$ cat src/rtl/vid_timing_gen.sv
// vid_timing_gen: raster position/strobe source with programmable horizontal gap.
// Define VTG_TEST_PATTERN_EN to add the registered foregnd_px test-pattern output.
module vid_timing_gen #(
  parameter int H_ACTIVE     = 640,
  parameter int V_ACTIVE     = 480,
  parameter int H_BLANK      = 150,
  parameter int PRELOAD_LEAD = 2
) (
  input  logic        app_clk,
  input  logic        app_rst_n,
  input  logic        vtg_en,
  output logic [10:0] vid_hpos,
  output logic [10:0] vid_vpos,
  output logic        vid_active_pix,
  output logic        vid_preload_line,
  output logic        vid_frame_start
`ifdef VTG_TEST_PATTERN_EN
  ,
  output logic        foregnd_px
`endif
);
  typedef enum logic {HBLANK, ACTIVE} state_t;
  localparam logic [10:0] H_LAST = 11'(H_ACTIVE - 1);
  localparam logic [10:0] V_LAST = 11'(V_ACTIVE - 1);
  localparam logic [7:0]  B_LAST = 8'(H_BLANK - 1);
  localparam logic [7:0]  B_PRE  = 8'(H_BLANK - PRELOAD_LEAD);
  state_t      state_q, state_d;
  logic [10:0] hcnt_q, hcnt_d, vcnt_q, vcnt_d;
  logic [7:0]  bcnt_q, bcnt_d;
  logic        act_q, act_d, pre_q, pre_d, fs_q, fs_d;
  // Strobes are derived from the position being entered, so they sit in the
  // same registered cycle as the new position and vanish while stalled.
  always_comb begin
    state_d = state_q;
    hcnt_d  = hcnt_q;
    vcnt_d  = vcnt_q;
    bcnt_d  = bcnt_q;
    if (vtg_en) begin
      if (state_q == ACTIVE) begin
        if (hcnt_q == H_LAST) begin
          state_d = HBLANK;
          hcnt_d  = '0;
          bcnt_d  = '0;
          vcnt_d  = (vcnt_q == V_LAST) ? '0 : vcnt_q + 11'd1;
        end else begin
          hcnt_d = hcnt_q + 11'd1;
        end
      end else if (bcnt_q == B_LAST) begin
        state_d = ACTIVE;
        bcnt_d  = '0;
      end else begin
        bcnt_d = bcnt_q + 8'd1;
      end
    end
    act_d = vtg_en && (state_d == ACTIVE);
    pre_d = vtg_en && (state_d == HBLANK) && (bcnt_d == B_PRE);
    fs_d  = act_d && (hcnt_d == '0) && (vcnt_d == '0);
  end
  always_ff @(posedge app_clk) begin
    if (!app_rst_n) begin
      state_q <= HBLANK;
      hcnt_q  <= '0;
      vcnt_q  <= '0;
      bcnt_q  <= '0;
      act_q   <= 1'b0;
      pre_q   <= 1'b0;
      fs_q    <= 1'b0;
    end else begin
      state_q <= state_d;
      hcnt_q  <= hcnt_d;
      vcnt_q  <= vcnt_d;
      bcnt_q  <= bcnt_d;
      act_q   <= act_d;
      pre_q   <= pre_d;
      fs_q    <= fs_d;
    end
  end
  assign vid_hpos         = hcnt_q;
  assign vid_vpos         = vcnt_q;
  assign vid_active_pix   = act_q;
  assign vid_preload_line = pre_q;
  assign vid_frame_start  = fs_q;
`ifdef VTG_TEST_PATTERN_EN
  logic fg_q, fg_d;
  always_comb begin
    fg_d = act_d && (
      ((vcnt_d >= 11'd6) && (vcnt_d <= 11'd99) &&
       (((hcnt_d >= 11'd21) && (hcnt_d <= 11'd200)) ||
        ((hcnt_d >= 11'd251) && (hcnt_d <= 11'd329)))) ||
      ((vcnt_d >= 11'd100) && (vcnt_d <= 11'd109) &&
       (hcnt_d >= 11'd196) && (hcnt_d <= 11'd259)));
  end
  always_ff @(posedge app_clk) begin
    if (!app_rst_n) fg_q <= 1'b0;
    else            fg_q <= fg_d;
  end
  assign foregnd_px = fg_q;
`endif
endmodule

$ cat config.mk
export PLATFORM = sky130hd
export DESIGN_NAME = vid_timing_gen
export DESIGN_NICKNAME = d
export VERILOG_FILES = /design/src/rtl/vid_timing_gen.sv
export SDC_FILE = /design/constraint.sdc
export NUM_CORES = 1
export LEC_CHECK = 0
export BUFFER_PORTS_ARGS = -buffer_cell sky130_fd_sc_hd__buf_4
export CORE_UTILIZATION = 40
export CTS_BUF_LIST = sky130_fd_sc_hd__clkbuf_16
export CTS_CLUSTER_DIAMETER = 80
export CTS_CLUSTER_SIZE = 14
export DETAILED_ROUTE_END_ITERATION = 10
export GPL_TIMING_DRIVEN = 1
export HOLD_SLACK_MARGIN = 0.1
export REMOVE_ABC_BUFFERS = 1
export SLEW_MARGIN = 20
export SYNTH_ARGS = -nofsm -noshare
export SYNTH_HDL_FRONTEND = slang
export SYNTH_SLANG_ARGS = --single-unit
$ cat constraint.sdc
create_clock -name app_clk -period 2.7 [get_ports app_clk]
set_clock_uncertainty 0.2 [all_clocks]
set_input_delay 0.27 -clock app_clk [delete_from_list [all_inputs] [get_ports app_clk]]
set_output_delay 0.27 -clock app_clk [all_outputs]
set_load 0.005 [all_outputs]
==> results_dict.tcl, run 1 <==
set metrics [dict create \
    cp_slowest_cell "sky130_fd_sc_hd__or4b_4" \
    syn_inst 254 \
    r2r.worst_path.cells 6 \
    yosysWarnings 0 \
    most_common_library_cell_in_the_layout_ignoring_fill_and_taps "sky130_fd_sc_hd__buf_4" \
    layout-drive-gt1-share_pct 25.2 \
    timing.final.hold_violations 0 \
    final_design_area_no_fill_um2 2640 \
    postSynth.asyncResetShare_pct 0 \
    comb_power_share_pct 3.7 \
    grt_antenna_before_repair 0 \
    finalWorstSetupSlack_ps 81.8 \
    critical_path.endpoint_type "register" \
    initial_utilization_pct 42.0 \
    cts.clk_slew.worst_paths_ps 50 \
    globalplace.congestion 0.877 \
    layout_min_cycle_time_ps 2620 \
    pwr_density_cell_nw_per_um2 403 \
    insertion_delay_ps 270 \
    clk_path_buf_depth 2 \
    worstHoldStart "vtg_en" \
    swShare_pct 20.6 \
    design.die.area_um2 5310 \
    placement.cell_area_um2 2480 \
    worst_ep_arrival_time_ps 2580 \
    status "complete, no violations" \
    finalHoldWorstSlack_ps 194 \
    via_count_of_the_routed_design 1953 \
    top_level_ports 28 \
    crit_path_max_incr_delay_ps 590 \
    port-buffer-count 27 \
    pins_over_their_slew_limit 0 \
    utilization_pct 55.2 \
    post-synth-top-area-cell "sky130_fd_sc_hd__dfxtp_1" \
    regToRegEndpoint "vid_frame_start" \
    num_antenna_cells 0 \
    drt-wirelength-per-cell_um 13.6 \
    dr.pass1.iters 4 \
    yosys.area.top_type_share_pct 33.9 \
    vdd_drop_max_v 0.000227 \
    synth_seq_area_share_pct 33.9 \
    rrSetupSlack_ps 80 \
    detail_route.wirelength_mm 5.12 \
    syn_avg_cell_area_um2 7.91 \
    dr.first_iter.drc_count 120 \
    die_width_um 72.9 \
    core_region_area_um2 4790 \
    synth-seq-cells 34 \
    worstHoldEndpoint "bcnt_q[6]" \
    clock_sink_count 34 \
    hold_path_class "in -> reg" \
    finalNetCount 318 \
    critical_path.cell_chain "or4b_4 > or4_4 > nor2_4 > mux2_1 > a2bb2oi_1 > a2111oi_2" \
    grt_util_all_layers_pct 21.2 \
    layout_common_cells "sky130_fd_sc_hd__buf_4 (60), sky130_fd_sc_hd__nor2_1 (34), sky130_fd_sc_hd__dfxtp_1 (32), sky130_fd_sc_hd__nand2_1 (23), sky130_fd_sc_hd__a21oi_1 (16)" \
    area_delta_synth_final_pct 31.7 \
    total_number_of_h_tree_levels 2 \
    seq_power_share_pct 47.5 \
    headroom_to_the_max_slew_limit_pct 71.9 \
    grt_pass1_wl_mm 8.56 \
    setup_viol 0 \
    drt-vias-per-instance 5.18 \
    worstSetupStartpointType "register" \
    power.net_switching_mw 0.219 \
    drcViolationCount 0 \
    static-leakage-power_nw 1.07 \
    worstSetupPathType "reg -> reg" \
    internal_power_mw 0.847 \
    synth-edff-count 0 \
    crit_family "simple AND/OR/NAND/NOR gates" \
    grt_setup_unrepaired "true" \
    dp.final_hpwl_mm 3.84 \
    finalCritPeriodShare_pct 97.0 \
    synthesis.area_um2 2010 \
    tightestPinTransition_ps 421 \
    route.antenna.remaining_nets 0 \
    clock_tree_from_tritoncts "built" \
    die_h_um 72.9 \
    hold_depth 3 \
    preCtsSetupSlack_ps 66.2 \
    tritoncts.num_buffers 5 \
    grt_pass1_vias 1865 \
    cp_max_fo 5 \
    totalNegativeSetupSlack_ps 0 \
    worst_r2r_startpoint "vid_hpos[7]" \
    row_count 25 \
    globalRouteOverflowTotal 0 \
    crit_buf_inv 0 \
    fmaxAchievable_ghz 0.382 \
    max-cap-violations 0 \
    ys_top_cells_by_area "sky130_fd_sc_hd__dfxtp_1 (34%), sky130_fd_sc_hd__nor2_1 (6.4%), sky130_fd_sc_hd__xnor2_1 (5.2%)" \
    root_buffer "sky130_fd_sc_hd__clkbuf_16" \
    netlist-cell-type-count 54 \
    synth_flop_cell "sky130_fd_sc_hd__dfxtp_1" \
    largest_net_degree_at_the_start_of_global_routing 19 \
    num-fill-cells 492 \
    cp_data_required_time_ps 2660 \
    clock_power_share_pct 48.7 \
]
-- final cells by class --
cell class	instances	area (um2)	area share [%]
clock buffer	5	125	4.73
clock inverter	1	3.75	0.142
inverter	7	26.3	0.994
multi-input combinational	202	1260	47.7
sequential	34	683	25.8
tap	67	83.8	3.17
timing repair buffer	61	460	17.4
-- metrics by stage --
step	power, mW	std cells
floorplan	0.539	243
CTS	1.08	376
detailed placement	0.556	369
finish	1.07	377
global placement	0.556	369
global route	1.12	377
-- worst reg2reg max path: stages (launching register included) --
cell and delay [ps]:
sky130_fd_sc_hd__dfxtp_1 300, sky130_fd_sc_hd__or4b_4 590, sky130_fd_sc_hd__or4_4 570, sky130_fd_sc_hd__nor2_4 130
sky130_fd_sc_hd__mux2_1 340, sky130_fd_sc_hd__a2bb2oi_1 140, sky130_fd_sc_hd__a2111oi_2 240
-- cells by family (layout without fill, tap and decap cells) --
logic type	after synthesis	after routing	synth area share, %
buffers and inverters	18	74	3.86
adder cells (fa/ha/maj)	4	4	2.49
flip-flops	34	34	33.9
XOR/XNOR	21	21	9.16
multiplexers	3	3	1.56
AND/OR/NAND/NOR	126	126	32.9
AO/OA/AOI/OAI	48	48	16.1
-- registers in the layout, indices dropped and copies added, names as in the netlist --
register / flops
bcnt_q: 8
vid_hpos: 11
vid_frame_start: 1
vid_vpos: 11
state_q: 1
vid_preload_line: 1
vid_active_pix: 1
-- synthesized netlist by cell type (all sizes together) (6+ instances only) --
cell	n
a21oi	16
clkbuf	8
dfxtp	34
inv	6
nand2	24
nand3	12
nand4	8
nor2	35
nor3	12
o21ai	9
or3	7
xnor2	12
xor2	9
-- worst max-delay path by stage --
stage	from	to	slack (ps)	cells after the start
global placement	vid_hpos[7]	vid_frame_start	110	6
finish	vid_hpos[7]	vid_frame_start	80	6
CTS	vid_hpos[7]	vid_frame_start	10	6
floorplan	vid_hpos[0]	vid_frame_start	-80	7
detailed placement	vid_hpos[7]	vid_frame_start	70	6
global route	vid_hpos[7]	vid_frame_start	-10	6
-- repair_timing --
action | in CTS | in global routing
gates resized for setup | 0 | 5
setup buffers | 0 | 1
hold buffers | 1 | 0
endpoints found under the hold margin | 2 | 0
setup endpoints to repair | 0 | 2
-- metal layers --
metal / part of all wire (%) / vias up / GRT usage, %
met3: 4.0 / 8 / 4.97
met5: 0 / - / 0
li1: - / 1021 / -
met4: 1.3 / 0 / 7.84
met2: 47 / 44 / 34.2
met1: 48 / 880 / 27.5
-- power groups by stage --
stage	logic, mW	registers, mW	clock network [mW]
5_1_grt	0.0452	0.507	0.564
4_1_cts	0.0403	0.507	0.536
3_3_place_gp	0.0390	0.517	0
6_report	0.0399	0.507	0.520
3_5_place_dp	0.0389	0.517	0
2_1_floorplan	0.0205	0.518	0
Note: power is estimated with default switching activity, not from simulation.
==> inputs of run 2 (changes only) <==
- MAX_ROUTING_LAYER: unset -> met4
==> results_dict.tcl, run 2 (synthesis results as in run 1) <==
set metrics [dict create \
    critical_path.endpoint_type "register" \
    comb_power_share_pct 3.7 \
    timing.final.hold_violations 0 \
    fmaxAchievable_ghz 0.382 \
    total_power_mw 1.07 \
    internal_power_mw 0.847 \
    clock_sink_count 34 \
    tightestPinTransition_ps 420 \
    route.antenna.remaining_nets 0 \
    layout.area.seq_um2 683 \
    pwr_density_cell_nw_per_um2 404 \
    critical_path.cell_chain "or4b_4 > or4_4 > nor2_4 > mux2_1 > a2bb2oi_1 > a2111oi_2" \
    cts.clk_slew.worst_paths_ps 50 \
    clock_tree_from_tritoncts "built" \
    cp_max_fo 5 \
    total_number_of_h_tree_levels 2 \
    grt_util_all_layers_pct 21.8 \
    port-buffer-count 27 \
    preCtsSetupSlack_ps 66.2 \
    most_common_library_cell_in_the_layout_ignoring_fill_and_taps "sky130_fd_sc_hd__buf_4" \
    top_level_ports 28 \
    core_region_area_um2 4790 \
    vdd_drop_max_v 0.000227 \
    power.net_switching_mw 0.221 \
    finalCritPeriodShare_pct 97.0 \
    worst_ep_arrival_time_ps 2580 \
    finalWorstSetupSlack_ps 81.5 \
    status "complete, no violations" \
    clk_path_buf_depth 2 \
    grt_antenna_before_repair 0 \
    insertion_delay_ps 270 \
    num_antenna_cells 0 \
    die_width_um 72.9 \
    finalHoldWorstSlack_ps 196 \
    layout_common_cells "sky130_fd_sc_hd__buf_4 (60), sky130_fd_sc_hd__nor2_1 (34), sky130_fd_sc_hd__dfxtp_1 (32), sky130_fd_sc_hd__nand2_1 (23), sky130_fd_sc_hd__a21oi_1 (16)" \
    headroom_to_the_max_slew_limit_pct 72.0 \
    grt_pass1_vias 1854 \
    root_buffer "sky130_fd_sc_hd__clkbuf_16" \
    totalNegativeSetupSlack_ps 0 \
    pins_over_their_slew_limit 0 \
    largest_net_degree_at_the_start_of_global_routing 19 \
    setup_viol 0 \
    static-leakage-power_nw 1.07 \
    layout-drive-gt1-share_pct 25.2 \
    detail_route.wirelength_mm 5.10 \
    finalNetCount 318 \
    max-cap-violations 0 \
    cp_data_required_time_ps 2660 \
    layout_min_cycle_time_ps 2620 \
    hold_path_class "in -> reg" \
    multiInputGateArea_um2 1260 \
    drt-wirelength-per-cell_um 13.5 \
    tritoncts.num_buffers 5 \
    seq_power_share_pct 47.5 \
    utilization_pct 55.2 \
    grt_setup_unrepaired "true" \
    design.die.area_um2 5310 \
    worstSetupStartpointType "register" \
    drcViolationCount 0 \
    row_count 25 \
    dr.pass1.iters 4 \
    area_delta_synth_final_pct 31.7 \
    swShare_pct 20.7 \
    cp_slowest_cell "sky130_fd_sc_hd__or4b_4" \
    num-fill-cells 492 \
    dp.final_hpwl_mm 3.84 \
    via_count_of_the_routed_design 1958 \
    die_h_um 72.9 \
    grt_pass1_wl_mm 8.58 \
    globalRouteOverflowTotal 0 \
    drt-vias-per-instance 5.19 \
    dr.first_iter.drc_count 112 \
    worstSetupPathType "reg -> reg" \
    initial_utilization_pct 42.0 \
    globalplace.congestion 0.891 \
    clock_power_share_pct 48.8 \
    crit_path_max_incr_delay_ps 590 \
]
## run 2: cell counts in the layout (fill, tap and decap cells not counted)
Identical to the previous run, type by type.
## run 2: critical path, delay by kind of cell (launching register included)
family | cells | cell delay (ps)
and+or+nand+nor | 3 | 1280
muxes | 1 | 340
DFF | 1 | 300
AOI/OAI and AO/OA | 2 | 380
## run 2: power by group through the flow
stage / combinational (mW) / clock (mW) / sequential, mW
3_5_place_dp: 0.0389 / 0 / 0.517
5_1_grt: 0.0452 / 0.564 / 0.507
3_3_place_gp: 0.0390 / 0 / 0.517
6_report: 0.0400 / 0.521 / 0.507
2_1_floorplan: 0.0205 / 0 / 0.518
4_1_cts: 0.0403 / 0.536 / 0.507
## run 2: per-stage QoR
stage,std cells,area [um2]
5_1_grt,377,2640
3_5_place_dp,369,2480
2_1_floorplan,243,1960
3_3_place_gp,369,2480
4_1_cts,376,2620
6_report,377,2640
## run 2: area by class of cell
cell class	instances	area share, %
flip-flops and latches	34	25.8
clock inverters	1	0.142
repair buffers	61	17.4
clock buffers	5	4.73
multi-input cells	202	47.7
well taps	67	3.17
inverters	7	0.994
## run 2: worst paths after layout
check	start	end	slack, ps	depth (start not counted)
max reg2reg	vid_hpos[7]	vid_frame_start	80	6
min reg2reg	vid_vpos[1]	vid_vpos[1]	290	2
max	vid_hpos[7]	vid_frame_start	80	6
min	vtg_en	bcnt_q[6]	200	3
## run 2: layer usage
metal	global-route usage, %	up-vias	part of all wire (%)
li1	-	1021	-
met1	27.7	880	48
met5	-	-	0
met4	7.84	0	1.4
met2	34.0	49	46
met3	4.97	8	4.3
## run 2: what timing repair did
item                       4_1_cts  5_1_grt
setup endpoints to repair        0        2
hold buffers                     1        0
hold endpoints to repair         2        0
buffers inserted                 0        1
gates resized for setup          0        5
==> inputs of run 3 (changes only) <==
--- a/config.mk
+++ b/config.mk
@@ -17,2 +17,3 @@
 export REMOVE_ABC_BUFFERS = 1
+export SKIP_CTS_REPAIR_TIMING = 1
 export SLEW_MARGIN = 20
==> constraint.sdc (replaced) <==
create_clock -name app_clk -period 2.7 [get_ports app_clk]
set_clock_uncertainty 0.2 [all_clocks]
set_input_delay 0.81 -clock app_clk [delete_from_list [all_inputs] [get_ports app_clk]]
set_output_delay 0.81 -clock app_clk [all_outputs]
set_load 0.005 [all_outputs]
==> results_dict.tcl, run 3 (synthesis results as in run 1) <==
set metrics [dict create \
    die_h_um 72.9 \
    root_buffer "sky130_fd_sc_hd__clkbuf_16" \
    pins_over_their_slew_limit 0 \
    final_design_area_no_fill_um2 2690 \
    clock_sink_count 34 \
    area_delta_synth_final_pct 34.0 \
    core_region_area_um2 4790 \
    globalplace.congestion 0.868 \
    grt_antenna_before_repair 0 \
    vdd_drop_max_v 0.000377 \
    grt_util_all_layers_pct 22.0 \
    finalHoldWorstSlack_ps 322 \
    route.antenna.remaining_nets 0 \
    worst_ep_arrival_time_ps 2550 \
    total_power_mw 1.08 \
    initial_utilization_pct 42.0 \
    detail_route.wirelength_mm 5.20 \
    cp_data_required_time_ps 2670 \
    startpoint "vid_hpos[7]" \
    tightestPinTransition_ps 467 \
    die_width_um 72.9 \
    drt-wirelength-per-cell_um 13.6 \
    layout.area.seq_um2 681 \
    finalCritPeriodShare_pct 95.5 \
    largest_net_degree_at_the_start_of_global_routing 18 \
    hold_path_class "reg -> reg" \
    critical_path.endpoint_type "register" \
    dp.final_hpwl_mm 3.90 \
    num-fill-cells 474 \
    total_number_of_h_tree_levels 2 \
    worst_r2r_startpoint "vid_hpos[7]" \
    dr.pass1.iters 5 \
    layout_common_cells "sky130_fd_sc_hd__buf_4 (64), sky130_fd_sc_hd__nor2_1 (34), sky130_fd_sc_hd__dfxtp_1 (34), sky130_fd_sc_hd__nand2_1 (24), sky130_fd_sc_hd__a21oi_1 (16)" \
    layoutNonFillerInstCount 383 \
    fmaxAchievable_ghz 0.388 \
    finalNetCount 322 \
    timing.final.hold_violations 0 \
    cp_max_fo 5 \
    via_count_of_the_routed_design 2007 \
    grt_setup_unrepaired "false" \
    tritoncts.num_buffers 5 \
    post-place-cells 375 \
    grt_pass1_wl_mm 8.71 \
    max-cap-violations 0 \
    num_antenna_cells 0 \
    multiInputGateArea_um2 1260 \
    placement.cell_area_um2 2540 \
    worstHoldStart "vid_vpos[1]" \
    drcViolationCount 0 \
    most_common_library_cell_in_the_layout_ignoring_fill_and_taps "sky130_fd_sc_hd__buf_4" \
    layout-drive-gt1-share_pct 25.6 \
    grt_pass1_vias 1877 \
    cts.clk_slew.worst_paths_ps 50 \
    port-buffer-count 27 \
    pwr_density_cell_nw_per_um2 402 \
    headroom_to_the_max_slew_limit_pct 68.8 \
    top_level_ports 28 \
    clock_tree_from_tritoncts "built" \
    insertion_delay_ps 270 \
    design.die.area_um2 5310 \
    row_count 25 \
    static-leakage-power_nw 1.09 \
    clk_path_buf_depth 2 \
    layout_min_cycle_time_ps 2580 \
    dr.first_iter.drc_count 74 \
    worstSetupPathType "reg -> reg" \
    setup_viol 0 \
    globalRouteOverflowTotal 0 \
    status "complete, no violations" \
    worstSetupStartpointType "register" \
    drt-vias-per-instance 5.24 \
]
==> run 3: changes by cell type in the layout (fill, tap and decap cells not counted) <==
| cell | delta |
|---|---|
| sky130_fd_sc_hd__clkinv_1 | +2 |
| sky130_fd_sc_hd__nand2_2 | -1 |
| sky130_fd_sc_hd__buf_4 | +4 |
| sky130_fd_sc_hd__dfxtp_1 | +2 |
| sky130_fd_sc_hd__dfxtp_2 | -2 |
| sky130_fd_sc_hd__nand2_1 | +1 |
| sky130_fd_sc_hd__nor3_2 | +1 |
| sky130_fd_sc_hd__buf_12 | +1 |
| sky130_fd_sc_hd__dlygate4sd3_1 | -1 |
| sky130_fd_sc_hd__nor3_1 | -1 |
==> run 3: where the power goes <==
group | internal [mW] | switching (mW) | leakage (nW)
clock | 0.331 | 0.200 | 0.0663
sequential | 0.504 | 0.00135 | 0.274
combinational | 0.0180 | 0.0257 | 0.748
total | 0.854 | 0.227 | 1.09
==> run 3: layout make-up <==
cell class / instances / share of cell area, %
clock buffers: 5 / 4.65
clock inverters: 3 / 0.418
inverters: 7 / 0.976
multi-input cells: 202 / 47.0
flip-flops and latches: 34 / 25.3
well taps: 67 / 3.11
repair buffers: 65 / 18.6
==> run 3: worst max-delay path, cell delays in order, from the launching register on <==
cell	delay, ps
sky130_fd_sc_hd__dfxtp_1	310
sky130_fd_sc_hd__or4b_4	600
sky130_fd_sc_hd__or4_4	560
sky130_fd_sc_hd__nor2_4	130
sky130_fd_sc_hd__mux2_1	340
sky130_fd_sc_hd__a2bb2oi_1	150
sky130_fd_sc_hd__a2111oi_2	190
==> run 3: path summary, 6_finish.rpt <==
check	end	cells after the start	slack, ps
worst max-delay path	vid_frame_start	6	120
worst max register to register	vid_frame_start	6	120
worst min-delay path	vid_vpos[1]	2	320
worst min register to register	vid_vpos[1]	2	320
==> run 3: metal layers <==
metal / vias to the layer above / wire length, um / part of all wire, % / GRT usage (%)
met5: - / 0 / 0 / -
li1: 1033 / - / - / -
met3: 5 / 178 / 3.4 / 3.31
met1: 933 / 2450 / 47 / 27.5
met2: 36 / 2510 / 48 / 36.0
met4: 0 / 65 / 1.2 / 7.84
==> run 3: stage by stage <==
| step | TNS (ps) | worst slack, ps | utilization (%) |
|---|---|---|---|
| final | 0 | 123 | 56.2 |
| after global routing | 0 | 25.4 | 56.2 |
| after CTS | 0 | 66.5 | 55.9 |
| after detailed placement | -73.6 | -73.6 | 53.1 |
| after global placement | -37.2 | -37.2 | 53.1 |
| after floorplan | -80.8 | -80.8 | - |
